<file path="config.mk">
export PLATFORM = sky130hd
export DESIGN_NAME = pic_cmd_sequencer_flat
export DESIGN_NICKNAME = d
export VERILOG_FILES = /design/src/rtl/pic_pkg.sv /design/src/rtl/pic_cmd_sequencer_if.sv /design/src/rtl/pic_ocw2_decode.sv /design/src/rtl/pic_cmd_sequencer.sv /design/src/flat_wrapper.sv
export SDC_FILE = /design/constraint.sdc
export NUM_CORES = 1
export LEC_CHECK = 0
export ABC_AREA = 1
export ABC_CLOCK_PERIOD_IN_PS = 1300
export CAP_MARGIN = 20
export CORE_UTILIZATION = 45
export CTS_CLUSTER_DIAMETER = 50
export DETAILED_ROUTE_END_ITERATION = 8
export PLACE_DENSITY = 0.85
export RECOVER_POWER = 100
export SYNTH_ARGS = -nofsm -noshare
export SYNTH_HDL_FRONTEND = slang
export SYNTH_SLANG_ARGS = --single-unit
</file>
<file path="constraint.sdc">
create_clock -name CLK -period 1.3 [get_ports CLK]
set_input_delay 0.26 -clock CLK [delete_from_list [all_inputs] [get_ports CLK]]
set_output_delay 0.26 -clock CLK [all_outputs]
set_load 0.05 [all_outputs]
</file>
<file path="src/rtl/pic_pkg.sv">
// Shared definitions for the 8259 command sequencer: init FSM states,
// command-word bit positions and OCW2 R/SL/EOI codes.
package pic_pkg;

    typedef enum logic [2:0] {
        ST_IDLE      = 3'd0,
        ST_WAIT_ICW2 = 3'd1,
        ST_WAIT_ICW3 = 3'd2,
        ST_WAIT_ICW4 = 3'd3,
        ST_READY     = 3'd4
    } pic_state_t;

    // A0=0 writes: D4 selects ICW1, otherwise D3 selects OCW3 over OCW2
    localparam int CMD_ICW1_BIT = 4;
    localparam int CMD_OCW3_BIT = 3;

    localparam int ICW1_IC4  = 0;
    localparam int ICW1_SNGL = 1;
    localparam int ICW1_LTIM = 3;

    localparam int ICW4_UPM  = 0;
    localparam int ICW4_AEOI = 1;
    localparam int ICW4_MS   = 2;
    localparam int ICW4_BUF  = 3;
    localparam int ICW4_SFNM = 4;

    localparam int OCW3_RIS  = 0;
    localparam int OCW3_RR   = 1;
    localparam int OCW3_P    = 2;
    localparam int OCW3_SMM  = 5;
    localparam int OCW3_ESMM = 6;

    localparam logic [2:0] OCW2_ROT_AEOI_CLR = 3'b000;
    localparam logic [2:0] OCW2_NS_EOI       = 3'b001;
    localparam logic [2:0] OCW2_NOP          = 3'b010;
    localparam logic [2:0] OCW2_S_EOI        = 3'b011;
    localparam logic [2:0] OCW2_ROT_AEOI_SET = 3'b100;
    localparam logic [2:0] OCW2_ROT_NS_EOI   = 3'b101;
    localparam logic [2:0] OCW2_SET_PRIO     = 3'b110;
    localparam logic [2:0] OCW2_ROT_S_EOI    = 3'b111;

endpackage

</file>
<file path="src/rtl/pic_cmd_sequencer_if.sv">
// CPU write bus from the read/write logic into the command sequencer.
interface pic_cmd_sequencer_if;
    // WR_ENABLE is a one-cycle strobe qualifying A0/DATA_IN; there is no
    // backpressure, so every strobe is consumed on the rising edge it is seen.
    logic       WR_ENABLE;
    logic       A0;
    logic [7:0] DATA_IN;

    modport master (output WR_ENABLE, A0, DATA_IN);
    modport slave  (input  WR_ENABLE, A0, DATA_IN);
endinterface

</file>
<file path="src/rtl/pic_ocw2_decode.sv">
// Maps the OCW2 R/SL/EOI field onto the command enables it requests.
module pic_ocw2_decode
    import pic_pkg::*;
(
    input  logic [2:0] code,
    output logic       eoi_en,
    output logic       seoi_en,
    output logic       rot_en,
    output logic       prio_en,
    output logic       rot_aeoi_set,
    output logic       rot_aeoi_clr
);

    always_comb begin
        eoi_en       = 1'b0;
        seoi_en      = 1'b0;
        rot_en       = 1'b0;
        prio_en      = 1'b0;
        rot_aeoi_set = 1'b0;
        rot_aeoi_clr = 1'b0;
        case (code)
            OCW2_ROT_AEOI_CLR: rot_aeoi_clr = 1'b1;
            OCW2_NS_EOI:       eoi_en       = 1'b1;
            OCW2_NOP:          ;
            OCW2_S_EOI:        seoi_en      = 1'b1;
            OCW2_ROT_AEOI_SET: rot_aeoi_set = 1'b1;
            OCW2_ROT_NS_EOI: begin
                eoi_en = 1'b1;
                rot_en = 1'b1;
            end
            OCW2_SET_PRIO:     prio_en      = 1'b1;
            OCW2_ROT_S_EOI: begin
                seoi_en = 1'b1;
                rot_en  = 1'b1;
            end
            default: ;
        endcase
    end

endmodule

</file>
<file path="src/rtl/pic_cmd_sequencer.sv">
// 8259 command-word sequencer: walks ICW1-ICW4 initialisation, holds the
// configuration registers and issues registered one-cycle OCW2/OCW3 pulses.
module pic_cmd_sequencer
    import pic_pkg::*;
#(
    parameter int                NUM_IR   = 8,
    parameter logic [NUM_IR-1:0] RST_MASK = '0,
    localparam int               LVL_W    = $clog2(NUM_IR)
) (
    input  logic              CLK,
    input  logic              RST,
    pic_cmd_sequencer_if.slave bus,
    output logic              init_done,
    output logic              LEVEL,
    output logic              sngl,
    output logic [4:0]        vector_base,
    output logic [7:0]        cascade_cfg,
    output logic              uPM,
    output logic              AEOI,
    output logic              MS,
    output logic              BUF,
    output logic              SFNM,
    output logic [NUM_IR-1:0] interrupt_mask,
    output logic              eoi_pulse,
    output logic              seoi_pulse,
    output logic [LVL_W-1:0]  eoi_level,
    output logic              rotate_eoi,
    output logic              rot_on_aeoi,
    output logic              prio_pulse,
    output logic              read_isr,
    output logic              poll_pulse,
    output logic              smm,
    output pic_state_t        state_dbg
);

    pic_state_t state, state_nxt;
    logic       ic4;

    logic [7:0] d;
    logic       is_icw1, is_ocw2, is_ocw3, is_data, in_ready;

    assign d        = bus.DATA_IN;
    assign is_icw1  = bus.WR_ENABLE & ~bus.A0 &  d[CMD_ICW1_BIT];
    assign is_ocw2  = bus.WR_ENABLE & ~bus.A0 & ~d[CMD_ICW1_BIT] & ~d[CMD_OCW3_BIT];
    assign is_ocw3  = bus.WR_ENABLE & ~bus.A0 & ~d[CMD_ICW1_BIT] &  d[CMD_OCW3_BIT];
    assign is_data  = bus.WR_ENABLE &  bus.A0;
    assign in_ready = (state == ST_READY);

    logic eoi_en, seoi_en, rot_en, prio_en, rot_aeoi_set, rot_aeoi_clr;

    pic_ocw2_decode u_ocw2_decode (
        .code         (d[7:5]),
        .eoi_en       (eoi_en),
        .seoi_en      (seoi_en),
        .rot_en       (rot_en),
        .prio_en      (prio_en),
        .rot_aeoi_set (rot_aeoi_set),
        .rot_aeoi_clr (rot_aeoi_clr)
    );

    always_ff @(posedge CLK) begin
        if (RST) state <= ST_IDLE;
        else     state <= state_nxt;
    end

    // ICW1 restarts initialisation from any state, even mid-sequence
    always_comb begin
        state_nxt = state;
        if (is_icw1) begin
            state_nxt = ST_WAIT_ICW2;
        end else if (is_data) begin
            case (state)
                ST_WAIT_ICW2: begin
                    if (sngl) state_nxt = ic4 ? ST_WAIT_ICW4 : ST_READY;
                    else      state_nxt = ST_WAIT_ICW3;
                end
                ST_WAIT_ICW3: state_nxt = ic4 ? ST_WAIT_ICW4 : ST_READY;
                ST_WAIT_ICW4: state_nxt = ST_READY;
                default:      state_nxt = state;
            endcase
        end
    end

    always_comb begin
        init_done = (state == ST_READY);
        state_dbg = state;
    end

    // Configuration registers; vector_base and cascade_cfg survive a re-init
    // until the new ICW2/ICW3 overwrites them.
    always_ff @(posedge CLK) begin
        if (RST) begin
            LEVEL          <= 1'b0;
            sngl           <= 1'b0;
            ic4            <= 1'b0;
            vector_base    <= '0;
            cascade_cfg    <= '0;
            uPM            <= 1'b0;
            AEOI           <= 1'b0;
            MS             <= 1'b0;
            BUF            <= 1'b0;
            SFNM           <= 1'b0;
            interrupt_mask <= RST_MASK;
            eoi_level      <= '0;
            rot_on_aeoi    <= 1'b0;
            read_isr       <= 1'b0;
            smm            <= 1'b0;
        end else if (is_icw1) begin
            LEVEL          <= d[ICW1_LTIM];
            sngl           <= d[ICW1_SNGL];
            ic4            <= d[ICW1_IC4];
            uPM            <= 1'b0;
            AEOI           <= 1'b0;
            MS             <= 1'b0;
            BUF            <= 1'b0;
            SFNM           <= 1'b0;
            interrupt_mask <= RST_MASK;
            rot_on_aeoi    <= 1'b0;
            read_isr       <= 1'b0;
            smm            <= 1'b0;
        end else begin
            if (is_data) begin
                case (state)
                    ST_WAIT_ICW2: vector_base <= d[7:3];
                    ST_WAIT_ICW3: cascade_cfg <= d;
                    ST_WAIT_ICW4: begin
                        uPM  <= d[ICW4_UPM];
                        AEOI <= d[ICW4_AEOI];
                        MS   <= d[ICW4_MS];
                        BUF  <= d[ICW4_BUF];
                        SFNM <= d[ICW4_SFNM];
                    end
                    ST_READY:     interrupt_mask <= d[NUM_IR-1:0];
                    default: ;
                endcase
            end
            if (in_ready && is_ocw2) begin
                if (seoi_en || prio_en) eoi_level   <= d[LVL_W-1:0];
                if (rot_aeoi_set)       rot_on_aeoi <= 1'b1;
                else if (rot_aeoi_clr)  rot_on_aeoi <= 1'b0;
            end
            if (in_ready && is_ocw3) begin
                if (d[OCW3_RR])   read_isr <= d[OCW3_RIS];
                if (d[OCW3_ESMM]) smm      <= d[OCW3_SMM];
            end
        end
    end

    always_ff @(posedge CLK) begin
        if (RST) begin
            eoi_pulse  <= 1'b0;
            seoi_pulse <= 1'b0;
            rotate_eoi <= 1'b0;
            prio_pulse <= 1'b0;
            poll_pulse <= 1'b0;
        end else begin
            eoi_pulse  <= in_ready & is_ocw2 & eoi_en;
            seoi_pulse <= in_ready & is_ocw2 & seoi_en;
            rotate_eoi <= in_ready & is_ocw2 & rot_en;
            prio_pulse <= in_ready & is_ocw2 & prio_en;
            poll_pulse <= in_ready & is_ocw3 & d[OCW3_P];
        end
    end

endmodule
</file>
<file path="src/flat_wrapper.sv">
// flat-port wrapper written by rule: the top's interface ports become plain ports
module pic_cmd_sequencer_flat import pic_pkg::*;
#(
    parameter int                NUM_IR   = 8,
    parameter logic [NUM_IR-1:0] RST_MASK = '0,
    localparam int               LVL_W    = $clog2(NUM_IR)
)
  (CLK, RST, init_done, LEVEL, sngl, vector_base, cascade_cfg, uPM, AEOI, MS, BUF, SFNM, interrupt_mask, eoi_pulse, seoi_pulse, eoi_level, rotate_eoi, rot_on_aeoi, prio_pulse, read_isr, poll_pulse, smm, state_dbg, bus_WR_ENABLE, bus_A0, bus_DATA_IN);
  pic_cmd_sequencer_if bus_i ();
  input  logic CLK;
  input  logic RST;
  output logic init_done;
  output logic LEVEL;
  output logic sngl;
  output logic [4:0] vector_base;
  output logic [7:0] cascade_cfg;
  output logic uPM;
  output logic AEOI;
  output logic MS;
  output logic BUF;
  output logic SFNM;
  output logic [NUM_IR-1:0] interrupt_mask;
  output logic eoi_pulse;
  output logic seoi_pulse;
  output logic [LVL_W-1:0] eoi_level;
  output logic rotate_eoi;
  output logic rot_on_aeoi;
  output logic prio_pulse;
  output logic read_isr;
  output logic poll_pulse;
  output logic smm;
  output pic_state_t state_dbg;
  input wire logic [$bits(bus_i.WR_ENABLE)-1:0] bus_WR_ENABLE;
  input wire logic [$bits(bus_i.A0)-1:0] bus_A0;
  input wire logic [$bits(bus_i.DATA_IN)-1:0] bus_DATA_IN;
  assign bus_i.WR_ENABLE = bus_WR_ENABLE;
  assign bus_i.A0 = bus_A0;
  assign bus_i.DATA_IN = bus_DATA_IN;
  pic_cmd_sequencer #(.NUM_IR(NUM_IR), .RST_MASK(RST_MASK)) u_core (.CLK(CLK), .RST(RST), .bus(bus_i), .init_done(init_done), .LEVEL(LEVEL), .sngl(sngl), .vector_base(vector_base), .cascade_cfg(cascade_cfg), .uPM(uPM), .AEOI(AEOI), .MS(MS), .BUF(BUF), .SFNM(SFNM), .interrupt_mask(interrupt_mask), .eoi_pulse(eoi_pulse), .seoi_pulse(seoi_pulse), .eoi_level(eoi_level), .rotate_eoi(rotate_eoi), .rot_on_aeoi(rot_on_aeoi), .prio_pulse(prio_pulse), .read_isr(read_isr), .poll_pulse(poll_pulse), .smm(smm), .state_dbg(state_dbg));
endmodule
</file>
==> flow_summary.json <==
{
  "outcome": "complete, but fails checks",
  "failed_checks": "negative setup slack",
  "switching_share": 0.286,
  "vias": 2348,
  "fin_worst_skew_ns": 0.00613,
  "cpMaxStageDelayCell": "dfxtp_2",
  "pin_count": 55,
  "startpoint": "u_core.state_dbg[0]",
  "cts.sinks": 43,
  "pwr-share-comb": 0.135,
  "rows": 21,
  "peakVddDrop_mv": 0.817,
  "area_growth_pct": 56.8,
  "intPower_uw": 1810,
  "clock_latency_ns": 0.31,
  "clkTransAtPathRegs_ns": 0.09,
  "antenna_found_initial": 0,
  "cts_hold_buf": 0,
  "grt_max_degree": 21,
  "core_um2": 3470,
  "setup_viol": 36,
  "endpoint_kind": "register",
  "finalWirelength_um": 9400,
  "crit_path_start_kind": "register",
  "final_core_util": 0.764,
  "synth.cell_area_um2": 1690,
  "cp_max_fo": 9,
  "dieArea_um2": 4000,
  "finalHoldViolCount": 0,
  "rsz0062_at_grt": "yes",
  "die_y_um": 63.3,
  "ant_nets": 0,
  "initialDrtViolationCount": 413,
  "tightest_slew_ns": 0.392,
  "clockBufferDepth": 2,
  "syn_nets": 234,
  "drcViolationCount": 0,
  "leakage_uw": 0.00125,
  "period_share": 1.25,
  "ys_seq_area_frac": 0.510,
  "layout_setup_ws_ns": -0.325,
  "start_util": 0.487,
  "drt-pass1-iter-count": 5,
  "final_cells": 362,
  "gp_congestion": 0.885,
  "min_from": "u_core.LEVEL",
  "cts_made_buffers": 5,
  "period_needed_ns": 1.63,
  "wl_per_cell_um": 26.0,
  "clkPwrFrac": 0.340,
  "num-fill-cells": 182,
  "required_ns": 1.53,
  "p_seq_frac": 0.526,
  "r2r-start": "u_core.state_dbg[0]",
  "overflow": 0,
  "switchingPower_uw": 727,
  "root_buffer": "clkbuf_8",
  "ys_warn_count": 0,
  "grt_pass1_vias": 2113,
  "slew_headroom": 0.738,
  "hold_path_class": "reg -> reg",
  "slew_viol_final": 0,
  "max_stage_delay_ns": 0.36,
  "fmax_ghz": 0.615,
  "path_cells": "nor3_4, buf_12, buf_6, buf_4, nand3_1, nand2_1, inv_1, nor2_1",
  "path_class": "reg -> reg",
  "maxCapViolations": 0,
  "cts_tree": "built",
  "die_width_um": 63.3,
  "p_per_area_nw_per_um2": 959,
  "design_area_um2": 2650,
  "htreeDepth": 2,
  "viasPerCell": 6.49,
  "dp_hpwl_um": 3820,
  "antenna_cells": 0,
  "dpl.cell_count": 340,
  "grt_usage": 0.359,
  "placed_area_um2": 2900,
  "crit_arrival_ns": 1.86,
  "grt_pass1_wl_um": 10900,
  "fin_nets": 327,
  "drive_gt1_frac": 0.370,
  "synth_seq_cells": 43,
  "synth_area_per_cell_um2": 7.61,
  "port_buffers": 54,
  "synth_cells": 222,
  "synth_cell_types": 20
}
-- registers in the layout, indices dropped and copies added (netlist names), 3 cells and up --
signal                 cells
u_core.interrupt_mask      8
u_core.eoi_level           3
u_core.state_dbg           3
u_core.vector_base         5
u_core.cascade_cfg         8
-- metal layers --
metal / track usage / wire length, µm / vias to the layer above
met2: 0.626 / 4220 / 273
met4: 0.222 / 813 / 0
li1: - / - / 910
met1: 0.401 / 3210 / 1070
met3: 0.0652 / 1160 / 95
met5: 0 / 0 / -
-- what timing repair did --
action                     in CTS  in global routing
resized for setup              14                 23
setup endpoints to repair      24                 43
buffers inserted                4                  9
cloned                          1                  0
pin swaps                       2                  8
-- per-stage QoR --
step	hold WS [ns]	setup slack, ns	setup TNS (ns)	total power [µW]
detailed placement	0.469	-0.406	-12.99	1660
global route	0.479	-0.384	-5.05	2580
floorplan	0.322	0.0229	0	1490
global placement	0.462	-0.338	-10.98	1650
CTS	0.479	-0.175	-0.716	2480
finish	0.470	-0.325	-4.02	2540
-- cells by family after synthesis --
family,after synthesis,share of synthesized area
simple gates,89,0.240
compound gates,51,0.151
flops,43,0.510
buf+inv,39,0.0993
-- area by class of cell --
cell class                 count  area (µm²)  area share
clock inverter                 3        15.0     0.00567
multi-input combinational    140         751       0.283
clock buffer                   5        68.8      0.0260
timing repair buffer          92         758       0.286
inverter                      33         129      0.0487
sequential                    43         870       0.328
tap                           46        57.6      0.0217
-- Yosys cell counts --
cell type / instances / area share
dfxtp_1: 43 / 0.51
nand2_2: 1 / 0.0037
nand2_1: 33 / 0.073
inv_2: 1 / 0.0022
nor3_4: 1 / 0.0096
o21ai_0: 24 / 0.071
nand3_1: 17 / 0.050
nor2b_1: 1 / 0.0037
a21oi_1: 27 / 0.080
buf_1: 1 / 0.0022
buf_4: 1 / 0.0044
nor3_2: 1 / 0.0059
nor2_1: 22 / 0.049
nand4_1: 6 / 0.022
buf_6: 2 / 0.013
nor2_2: 2 / 0.0074
clkinv_1: 1 / 0.0022
buf_2: 2 / 0.0059
nor3_1: 5 / 0.015
inv_1: 31 / 0.069
-- cells in the final DEF (no fill, tap or decap), types with 3 or more instances in the layout --
cell | Yosys | layout
nand3_1 | 17 | 15
buf_4 | 1 | 31
clkdlybuf4s50_1 | 0 | 6
nor2_4 | 0 | 3
nor2_1 | 22 | 17
a21oi_2 | 0 | 3
nand4_1 | 6 | 6
buf_12 | 0 | 8
clkbuf_8 | 0 | 5
nor3_1 | 5 | 4
a21oi_1 | 27 | 24
nand2_2 | 1 | 4
clkbuf_2 | 0 | 39
clkinv_2 | 0 | 3
o21ai_0 | 24 | 23
nor2_2 | 2 | 4
dfxtp_1 | 43 | 40
inv_1 | 31 | 29
nand2_1 | 33 | 28
dlymetal6s2s_1 | 0 | 4
-- worst max-delay path, delay by kind of cell (launching register included) --
kind                   cells  cell delay, ns
DFF                        1            0.36
buffers and inverters      4            0.49
and+or+nand+nor            4            0.70
-- power groups by stage --
stage	combinational, µW	sequential [µW]	clock (µW)
final	343	1340	863
after global routing	347	1340	899
after CTS	304	1340	832
after detailed placement	292	1370	0
after global placement	283	1370	0
after floorplan	81.7	1400	0
-- path summary, 6_finish.rpt --
kind / endpoint / slack [ns] / depth (start not counted)
worst max-delay path: u_core.smm / -0.33 / 8
worst min-delay path: u_core.LEVEL / 0.47 / 2
worst max register to register: u_core.smm / -0.33 / 8
worst min register to register: u_core.LEVEL / 0.47 / 2
No activity file was read; power rests on OpenSTA's default activity.
